**config.mk**
```make
export PLATFORM = sky130hd
export DESIGN_NAME = rgb_pwm_bank
export DESIGN_NICKNAME = d
export VERILOG_FILES = /design/src/rtl/led_pkg.sv /design/src/rtl/pwm_channel.sv /design/src/rtl/rgb_pwm_bank.sv
export SDC_FILE = /design/constraint.sdc
export NUM_CORES = 2
export LEC_CHECK = 0
export BUFFER_PORTS_ARGS = -buffer_cell sky130_fd_sc_hd__buf_2
export CORE_ASPECT_RATIO = 1.2
export CORE_MARGIN = 2
export CORE_UTILIZATION = 56
export CTS_BUF_LIST = sky130_fd_sc_hd__clkbuf_4 sky130_fd_sc_hd__clkbuf_8 sky130_fd_sc_hd__clkbuf_16
export DETAILED_ROUTE_END_ITERATION = 8
export PLACE_DENSITY = 0.78
export SYNTH_ARGS = -nofsm -noshare
export SYNTH_HDL_FRONTEND = slang
export SYNTH_SLANG_ARGS = --single-unit
```
**constraint.sdc**
```tcl
create_clock -name clock -period 9.15 [get_ports clock]
set_clock_uncertainty 0.2 [all_clocks]
set_input_delay 1.83 -clock clock [delete_from_list [all_inputs] [get_ports clock]]
set_output_delay 1.83 -clock clock [all_outputs]
set_load 0.02 [all_outputs]
```
**src/rtl/led_pkg.sv**
```systemverilog
// Shared definitions for the RGB LED PWM bank: register selects, mode bits,
// and the helper used to size the LED index port.
package led_pkg;

    typedef enum logic [1:0] {
        SEL_RED   = 2'd0,
        SEL_GREEN = 2'd1,
        SEL_BLUE  = 2'd2,
        SEL_MODE  = 2'd3
    } wr_sel_e;

    localparam int MODE_BREATHE_BIT = 0;

    function automatic int clog2(input int value);
        int result;
        result = 0;
        for (int i = 0; i < 31; i++) begin
            if ((1 << i) < value) begin
                result = i + 1;
            end
        end
        return result;
    endfunction

    // Index ports stay at least one bit wide even for a single LED.
    function automatic int led_idx_width(input int num_leds);
        return (num_leds > 1) ? clog2(num_leds) : 1;
    endfunction

endpackage

```
**src/rtl/pwm_channel.sv**
```systemverilog
// One PWM output: active duty/breathe registers, envelope scaling, comparator.
// Latency: output registered one cycle after pwm_cnt; active values load at frame_load.
// Backpressure: none; shadow inputs are sampled only on frame boundaries.
module pwm_channel
#(
    parameter int DUTY_WIDTH = 8
) (
    input  logic                  clock,
    input  logic                  reset_,
    input  logic                  enable,
    input  logic                  frame_load,
    input  logic [DUTY_WIDTH-1:0] shadow_duty,
    input  logic                  shadow_breathe,
    input  logic [DUTY_WIDTH-1:0] envelope,
    input  logic [DUTY_WIDTH-1:0] pwm_cnt,
    output logic                  pwm_out
);

    logic [DUTY_WIDTH-1:0]   active_duty;
    logic                    active_breathe;
    logic [2*DUTY_WIDTH-1:0] product;
    logic [DUTY_WIDTH-1:0]   eff_duty;

    always_comb begin
        product  = {{DUTY_WIDTH{1'b0}}, active_duty} * {{DUTY_WIDTH{1'b0}}, envelope};
        eff_duty = active_duty;
        if (active_breathe) begin
            eff_duty = product[2*DUTY_WIDTH-1:DUTY_WIDTH];
        end
    end

    always_ff @(posedge clock or negedge reset_) begin
        if (!reset_) begin
            active_duty    <= '0;
            active_breathe <= 1'b0;
            pwm_out        <= 1'b0;
        end else begin
            if (frame_load) begin
                active_duty    <= shadow_duty;
                active_breathe <= shadow_breathe;
            end
            pwm_out <= enable && (eff_duty > pwm_cnt);
        end
    end

endmodule

```
**src/rtl/rgb_pwm_bank.sv**
```systemverilog
// N-LED RGB PWM bank: shadow registers behind a write port, shared timebase and breathing envelope.
// Latency: shadow updates the cycle after accept; duties take effect at the next frame boundary.
// Backpressure: wr_ready held high after reset; out-of-range writes are dropped with a wr_err pulse.
module rgb_pwm_bank
    import led_pkg::*;
#(
    parameter int  NUM_LEDS   = 4,
    parameter int  DUTY_WIDTH = 8,
    parameter int  PRESCALE   = 390,
    localparam int LED_W      = led_idx_width(NUM_LEDS)
) (
    input  logic                  clock,
    input  logic                  reset_,
    input  logic                  enable,
    input  logic                  wr_valid,
    output logic                  wr_ready,
    input  logic [LED_W-1:0]      wr_led,
    input  logic [1:0]            wr_sel,
    input  logic [DUTY_WIDTH-1:0] wr_data,
    output logic                  wr_err,
    output logic                  frame_start,
    output logic [NUM_LEDS-1:0]   red,
    output logic [NUM_LEDS-1:0]   green,
    output logic [NUM_LEDS-1:0]   blue
);

    localparam int PS_W = (PRESCALE > 1) ? clog2(PRESCALE) : 1;

    logic [PS_W-1:0]       prescaler;
    logic [DUTY_WIDTH-1:0] pwm_cnt;
    logic [DUTY_WIDTH-1:0] envelope;
    logic                  env_up;
    logic                  tick;
    logic                  frame_wrap;
    logic                  wr_fire;
    logic                  wr_in_range;
    wr_sel_e               sel;

    logic [DUTY_WIDTH-1:0] shadow_red   [NUM_LEDS];
    logic [DUTY_WIDTH-1:0] shadow_green [NUM_LEDS];
    logic [DUTY_WIDTH-1:0] shadow_blue  [NUM_LEDS];
    logic [NUM_LEDS-1:0]   shadow_breathe;

    assign tick        = (prescaler == PS_W'(PRESCALE - 1));
    assign frame_wrap  = tick && (pwm_cnt == '1);
    assign wr_fire     = wr_valid && wr_ready;
    assign wr_in_range = (32'(wr_led) < NUM_LEDS);
    assign sel         = wr_sel_e'(wr_sel);

    always_ff @(posedge clock or negedge reset_) begin
        if (!reset_) begin
            prescaler   <= '0;
            pwm_cnt     <= '0;
            envelope    <= '0;
            env_up      <= 1'b1;
            frame_start <= 1'b0;
            wr_ready    <= 1'b0;
            wr_err      <= 1'b0;
        end else begin
            wr_ready    <= 1'b1;
            wr_err      <= wr_fire && !wr_in_range;
            frame_start <= frame_wrap;
            prescaler   <= tick ? '0 : prescaler + 1'b1;
            if (tick) begin
                pwm_cnt <= pwm_cnt + 1'b1;
            end
            // Triangle envelope: flipping direction costs a step, so each endpoint spans two frames.
            if (frame_wrap) begin
                if (env_up) begin
                    if (envelope == '1) env_up   <= 1'b0;
                    else                envelope <= envelope + 1'b1;
                end else begin
                    if (envelope == '0) env_up   <= 1'b1;
                    else                envelope <= envelope - 1'b1;
                end
            end
        end
    end

    always_ff @(posedge clock or negedge reset_) begin
        if (!reset_) begin
            shadow_breathe <= '0;
            for (int i = 0; i < NUM_LEDS; i++) begin
                shadow_red[i]   <= '0;
                shadow_green[i] <= '0;
                shadow_blue[i]  <= '0;
            end
        end else if (wr_fire && wr_in_range) begin
            for (int i = 0; i < NUM_LEDS; i++) begin
                if (wr_led == LED_W'(i)) begin
                    case (sel)
                        SEL_RED:   shadow_red[i]     <= wr_data;
                        SEL_GREEN: shadow_green[i]   <= wr_data;
                        SEL_BLUE:  shadow_blue[i]    <= wr_data;
                        SEL_MODE:  shadow_breathe[i] <= wr_data[MODE_BREATHE_BIT];
                        default:   ;
                    endcase
                end
            end
        end
    end

    for (genvar i = 0; i < NUM_LEDS; i++) begin : g_led
        pwm_channel #(.DUTY_WIDTH(DUTY_WIDTH)) u_red (
            .clock          (clock),
            .reset_         (reset_),
            .enable         (enable),
            .frame_load     (frame_wrap),
            .shadow_duty    (shadow_red[i]),
            .shadow_breathe (shadow_breathe[i]),
            .envelope       (envelope),
            .pwm_cnt        (pwm_cnt),
            .pwm_out        (red[i])
        );
        pwm_channel #(.DUTY_WIDTH(DUTY_WIDTH)) u_green (
            .clock          (clock),
            .reset_         (reset_),
            .enable         (enable),
            .frame_load     (frame_wrap),
            .shadow_duty    (shadow_green[i]),
            .shadow_breathe (shadow_breathe[i]),
            .envelope       (envelope),
            .pwm_cnt        (pwm_cnt),
            .pwm_out        (green[i])
        );
        pwm_channel #(.DUTY_WIDTH(DUTY_WIDTH)) u_blue (
            .clock          (clock),
            .reset_         (reset_),
            .enable         (enable),
            .frame_load     (frame_wrap),
            .shadow_duty    (shadow_blue[i]),
            .shadow_breathe (shadow_breathe[i]),
            .envelope       (envelope),
            .pwm_cnt        (pwm_cnt),
            .pwm_out        (blue[i])
        );
    end

endmodule
```
[Word-level counts from Yosys, hierarchy flattened]
Cells that the tools add are included.
Storage, ports and cells
  memories kept: 0
  bits in latches: 0
  RAM bits: 0
  bits of input ports: 16
  bits in registers: 240
  bits in read-only memories: 0
Operators by class
  $lt $le $gt $ge: 12
  reductions and logical operators: 34
  mux-type cells: 19
  shifts and indexed selects: 0
  divide/modulo/power cells: 0
  equality and inequality tests: 11
  bitwise logic cells: 0
  multiply operators: 12
  $add $sub $neg: 4
Operators by type and width (number)
  multiplier 8 x 8 -> 16 bit: 12
  two-way mux 8 bit: 15
  greater-than comparator 8 bit: 12
  AND reduction 3 bit: 17
  adder 8 x 1 -> 8 bit, second input constant: 2
  == test 8 bit, second input constant: 2
  logical AND 1 bit: 14
  adder 9 x 1 -> 9 bit, second input constant: 1
  == test 9 bit, second input constant: 1
  two-way mux 9 bit: 1
  == test 2 bit, second input constant: 4
  logical NOT 8 bit: 1
  subtractor 8 x 1 -> 8 bit, second input constant: 1
  == test 2 x 1 -> 1 bit, second input constant: 2
  logical NOT 2 bit: 2
  != test 2 bit, second input constant: 2
  two-way mux 1 bit: 3

[Logic depth before layout (Yosys ltp)]
  depth after elaboration: 4
  mapped depth: 26
  depth with buffers taken out: 23

[By module]
A second synthesis with hierarchy kept.
Unflattened totals
  cells, all modules: 3979
  area, all modules: 38026.5 µm²
Modules (own cells, without submodules)
  pwm_channel at g_led[0].u_blue ...: area each 2688.8 µm², cells each 297, seq. area each 250.2 µm², instances 4
  pwm_channel at g_led[2].u_blue ...: area each 2846.5 µm², cells each 311, seq. area each 250.2 µm², instances 3
  pwm_channel at g_led[3].u_green ...: area each 2711.4 µm², cells each 302, seq. area each 250.2 µm², instances 2
  rgb_pwm_bank: area each 5393.9 µm², cells each 384, seq. area each 3204.3 µm², instances 1
  pwm_channel at g_led[1].u_red: area each 2726.4 µm², cells each 306, seq. area each 250.2 µm², instances 1
  pwm_channel at g_led[0].u_green: area each 2636.3 µm², cells each 293, seq. area each 250.2 µm², instances 1
  pwm_channel at g_led[3].u_blue: area each 2552.4 µm², cells each 271, seq. area each 250.2 µm², instances 1

[Least setup slack after synthesis]
No wires, ideal clock.
  path type: flip-flop to flip-flop
  from: register envelope[2]
  to: register g_led[2].u_blue.pwm_out
  arrival: 5900 ps
  setup slack: 2930 ps
  path buffers: 3
  data required time: 8830 ps
  stages on the path, launching flop included: 25
  cell sequence: dfrtp_1 -> clkbuf_1 -> clkbuf_1 -> clkbuf_1 -> nand2_1 -> fa_1 -> fa_1 -> inv_1 -> fa_1 -> inv_1 -> fa_1 -> inv_1 -> ha_1 -> a21o_1 -> a21o_1 -> a41o_2 -> a31o_4 -> a221o_1 -> xor2_1 -> mux2_2 -> ha_1 -> a21o_1 -> a21oi_1 -> o21ai_0 -> o211a_1
Between the ends
  longest elaborated chain between the ends: 4
RTL lines
  start: declaration: line rgb_pwm_bank.sv:31  | logic [DUTY_WIDTH-1:0] envelope;
  start signal: assignment: line rgb_pwm_bank.sv:71  | else envelope <= envelope + 1'b1;
  start signal: assignment: line rgb_pwm_bank.sv:74  | else envelope <= envelope - 1'b1;
  multiplier 8 x 8 -> 16 bit: line pwm_channel.sv:25  | product = {{DUTY_WIDTH{1'b0}}, active_duty} * {{DUTY_WIDTH{1'b0}}, envelope};
  two-way mux 8 bit: line pwm_channel.sv:27  | if (active_breathe) begin
  greater-than comparator 8 bit: line pwm_channel.sv:42  | pwm_out <= enable && (eff_duty > pwm_cnt);
  logical AND 1 bit: line pwm_channel.sv:42
  end signal: assignment: line pwm_channel.sv:42
  end: declaration: line pwm_channel.sv:16  | output logic pwm_out
Every way passes these cells.
A chain may end at the register's enable or synchronous reset.

[Worst setup path in the final report]
  from: register envelope[4]
  to: register g_led[0].u_red.pwm_out
Between the ends
  longest elaborated chain between the ends: 4
RTL lines (line)
  multiplier 8 x 8 -> 16 bit: pwm_channel.sv:25
  two-way mux 8 bit: pwm_channel.sv:27
  greater-than comparator 8 bit: pwm_channel.sv:42
  logical AND 1 bit: pwm_channel.sv:42
  end signal: assignment: pwm_channel.sv:42
  end: declaration: pwm_channel.sv:16
Every way passes these cells.

==> results.md <==
- Vias: approximately 25000
- Vias in the first global route: between 20000 and 30000
- Gate Count Post-Synth: 3582
- CTS root buf: clkbuf_16
- Clock Latency Late Sink: ~0.58 ns
- Setup crit start: envelope[4]$_DFFE_PN0P_
- Top post-synthesis cells by area: fa_1 24%, ha_1 18%, dfrtp_1 17%
- Maximum vdd ir drop: ~0.14 mV
- Largest net degree at the start of global routing: roughly 170
- RSZ-0062 raised after global routing: false
- Sequential-to-total area share from yosys stat: 0.170
- Violation count after the first detailed-route iteration: between 1000 and 1500
- Post-synth ARST share: 1.00
- Worst slew pin tran: roughly 0.96 ns
- Leak: ~21 nW
- Syn Area/Cell: around 9.8 sq um
- Cell Area, Synth: about 35000 sq um
- Die width: about 230 microns
- # IOs: 31
- Synth cell types: 62
- DRT Pass-1 Iters: 6
- FF+latch count, synth: 240
- Vias per cell: approximately 5.7
- Worst Hold Class: reg2reg
- Row count: 100
- Pins Over Slew Limit: 0
- Core area: 62200 sq um
- Synth area leader: fa_1
- Period utilisation layout: 0.740
- Post-CTS resize count: 0
- CTS tree: built
- Routed Antenna Nets: 0
- Status: finished clean
- Worst Path Arrival: a little over 7 ns
- Clock buffer count from CTS: 28
- P&R area growth vs syn: 5.07%
- Synth Flop Type: dfrtp_1
- Nets: about 4500
- IO buf count: 29
- Worst setup path category: reg2reg
- Post-synth EDFFs: 0
- Top post-synthesis cells by count: 614 x and2_1, 565 x inv_1, 501 x ha_1
- PD cells: between 60 and 70 nW/um^2
- Slew headroom: 0.360
- Yosys warns: 0
- RePlAce Congestion: 0.831
- Grt ovf: 0
- Postcts setup bufs: 0
- Initial core utilization: 0.567
- Clk slew on worst S/H paths: about 0.070 ns
- First-pass GRT wire length: 136000 microns
- Worst r2r src: envelope[4]$_DFFE_PN0P_
- Startpoint Class: register
- Hold slack: 0.290 ns
- Initial antenna violation count: 4
- Max Cap Viol: 0
- Total track usage: 0.263
- H-tree Lvls: 1
- Worst EP required: 9.42 ns
- Wire length per cell: around 19 microns
- Final setup TNS: 0 ns
- Die H: about 280 microns
- Maximum operating frequency: 148 MHz
- Clock period minus worst slack: a little under 7 ns
- Max Root-Sink Buffers: 3
- CP endpoint kind: register
- DPL Wire Length: approximately 57000 microns
- Area share of the largest cell type after synthesis: 0.239
- Cell with the most instances after synthesis: and2_1
- Final WL: around 81000 microns
- Hold path cells: 2
- DIE AREA: between 60000 and 70000 sq um
- Count of final setup violators: 0
- HP Start: shadow_red[28]$_DFFE_PN0P_
- Syn_nets: 4520
- Filler cells: slightly above 5000
- Crit Path Max Fanout: 55
- Hold Vio Cnt, Final: 0
- Share of cells above drive strength 1: 0.113
- Hold_buf cts: 0
- R2R cell count: 20
- Drc violations: 0
- Num Clock Sinks: 240
where the power goes:
part           switching (mW)  leakage (nW)  internal [mW]  total (mW)
Sequential             0.0432          3.20           1.15        1.19
Combinational          0.0660          17.0         0.0674       0.133
Clock                   0.519         0.484          0.679        1.20
Total                   0.628          20.7           1.89        2.52
path summary, 6_finish.rpt:
path	to	slack [ns]
max in group asynchronous	envelope[5]$_DFFE_PN0P_	6.31
min in group asynchronous	g_led[0].u_red.pwm_out$_DFF_PN0_	1.00
hold reg to reg	g_led[0].u_red.active_duty[4]$_DFFE_PN0P_	0.29
setup reg to reg	g_led[0].u_red.pwm_out$_DFF_PN0_	2.38
setup / recovery	g_led[0].u_red.pwm_out$_DFF_PN0_	2.38
hold / removal	g_led[0].u_red.active_duty[4]$_DFFE_PN0P_	0.29
layout make-up:
| cell class | count | area [sq um] | area share |
|---|---|---|---|
| inverter | 567 | 2130 | 0.0575 |
| timing repair buffer | 55 | 375 | 0.0101 |
| clock inverter | 20 | 235 | 0.00635 |
| sequential | 240 | 6020 | 0.163 |
| tap | 816 | 1020 | 0.0276 |
| multi-input combinational | 2630 | 26500 | 0.716 |
| antenna | 1 | 2.50 | 0.0000676 |
| clock buffer | 32 | 737 | 0.0199 |
cell usage in the layout, fill, tap and decap left out, types with 24 or more instances in the layout:
cell         n
nand2_1    165
ha_1       501
fa_1       421
inv_1      565
buf_2       28
o21ai_0     57
and3_1      29
mux2_2     272
nor2_1      66
buf_4       24
a21oi_1     87
dfrtp_1    230
nand4_1     39
xor2_1      29
a21o_1      48
and2_1     614
clkbuf_16   28
nor3_1      25
xnor2_1     78
nand3_1     29
worst max-delay path, cell delays in order (launching register included):
cell and delay, ns:
dfrtp_2 0.90, buf_4 0.68, and2_1 0.24, fa_1 0.44, fa_1 0.50, fa_1 0.49
inv_1 0.05, fa_1 0.47, inv_1 0.04, ha_1 0.31, or2_2 0.30, a21oi_1 0.26
nor3_1 0.11, a2111oi_2 0.48, xnor2_1 0.10, mux2_2 0.27, ha_1 0.30, a21o_1 0.16
a21oi_1 0.13, o21ai_0 0.09, o211a_1 0.13
per-stage QoR:
stage / instances / utilization / cell area, sq um / power [mW] / worst slack [ns]
finish: 4361 / 0.595 / 37000 / 2.52 / 2.38
global route: 4361 / 0.595 / 37000 / 2.59 / 2.01
CTS: 4360 / 0.595 / 37000 / 2.53 / 2.42
detailed placement: 4308 / 0.580 / 36100 / 1.34 / 2.42
global placement: 4308 / 0.580 / 36100 / 1.33 / 2.51
floorplan: 3582 / - / 35200 / 1.27 / 2.93
per-layer routing:
metal,share of wire,GRT usage,up-vias
met4,0.044,0.108,6
met1,0.41,0.330,12700
li1,-,-,11400
met3,0.051,0.0375,207
met5,0.00043,0,-
met2,0.49,0.453,595
sequential cells by signal (all words and copies together), names as in the netlist, 2 cells and up:
| name | cells |
|---|---|
| g_led.u_blue.active_duty | 32 |
| g_led.u_green.active_duty | 32 |
| g_led.u_red.active_duty | 32 |
| shadow_blue | 32 |
| shadow_green | 32 |
| shadow_red | 32 |
| prescaler | 9 |
| envelope | 8 |
| pwm_cnt | 8 |
| g_led.u_blue.pwm_out | 4 |
| g_led.u_green.pwm_out | 4 |
| g_led.u_red.pwm_out | 4 |
| shadow_breathe | 4 |
| g_led.u_blue.active_breathe | 2 |
cell families after synthesis:
group	Yosys count	synth area share
adders and majority gates	922	0.417
muxes	280	0.0892
and+or+nand+nor	1045	0.169
xor gates and xnor gates	107	0.0266
DFF	240	0.170
AOI/OAI and AO/OA	274	0.0503
buffers and inverters	712	0.0777
other	2	0.000213
(Power assumes the default switching activity.)
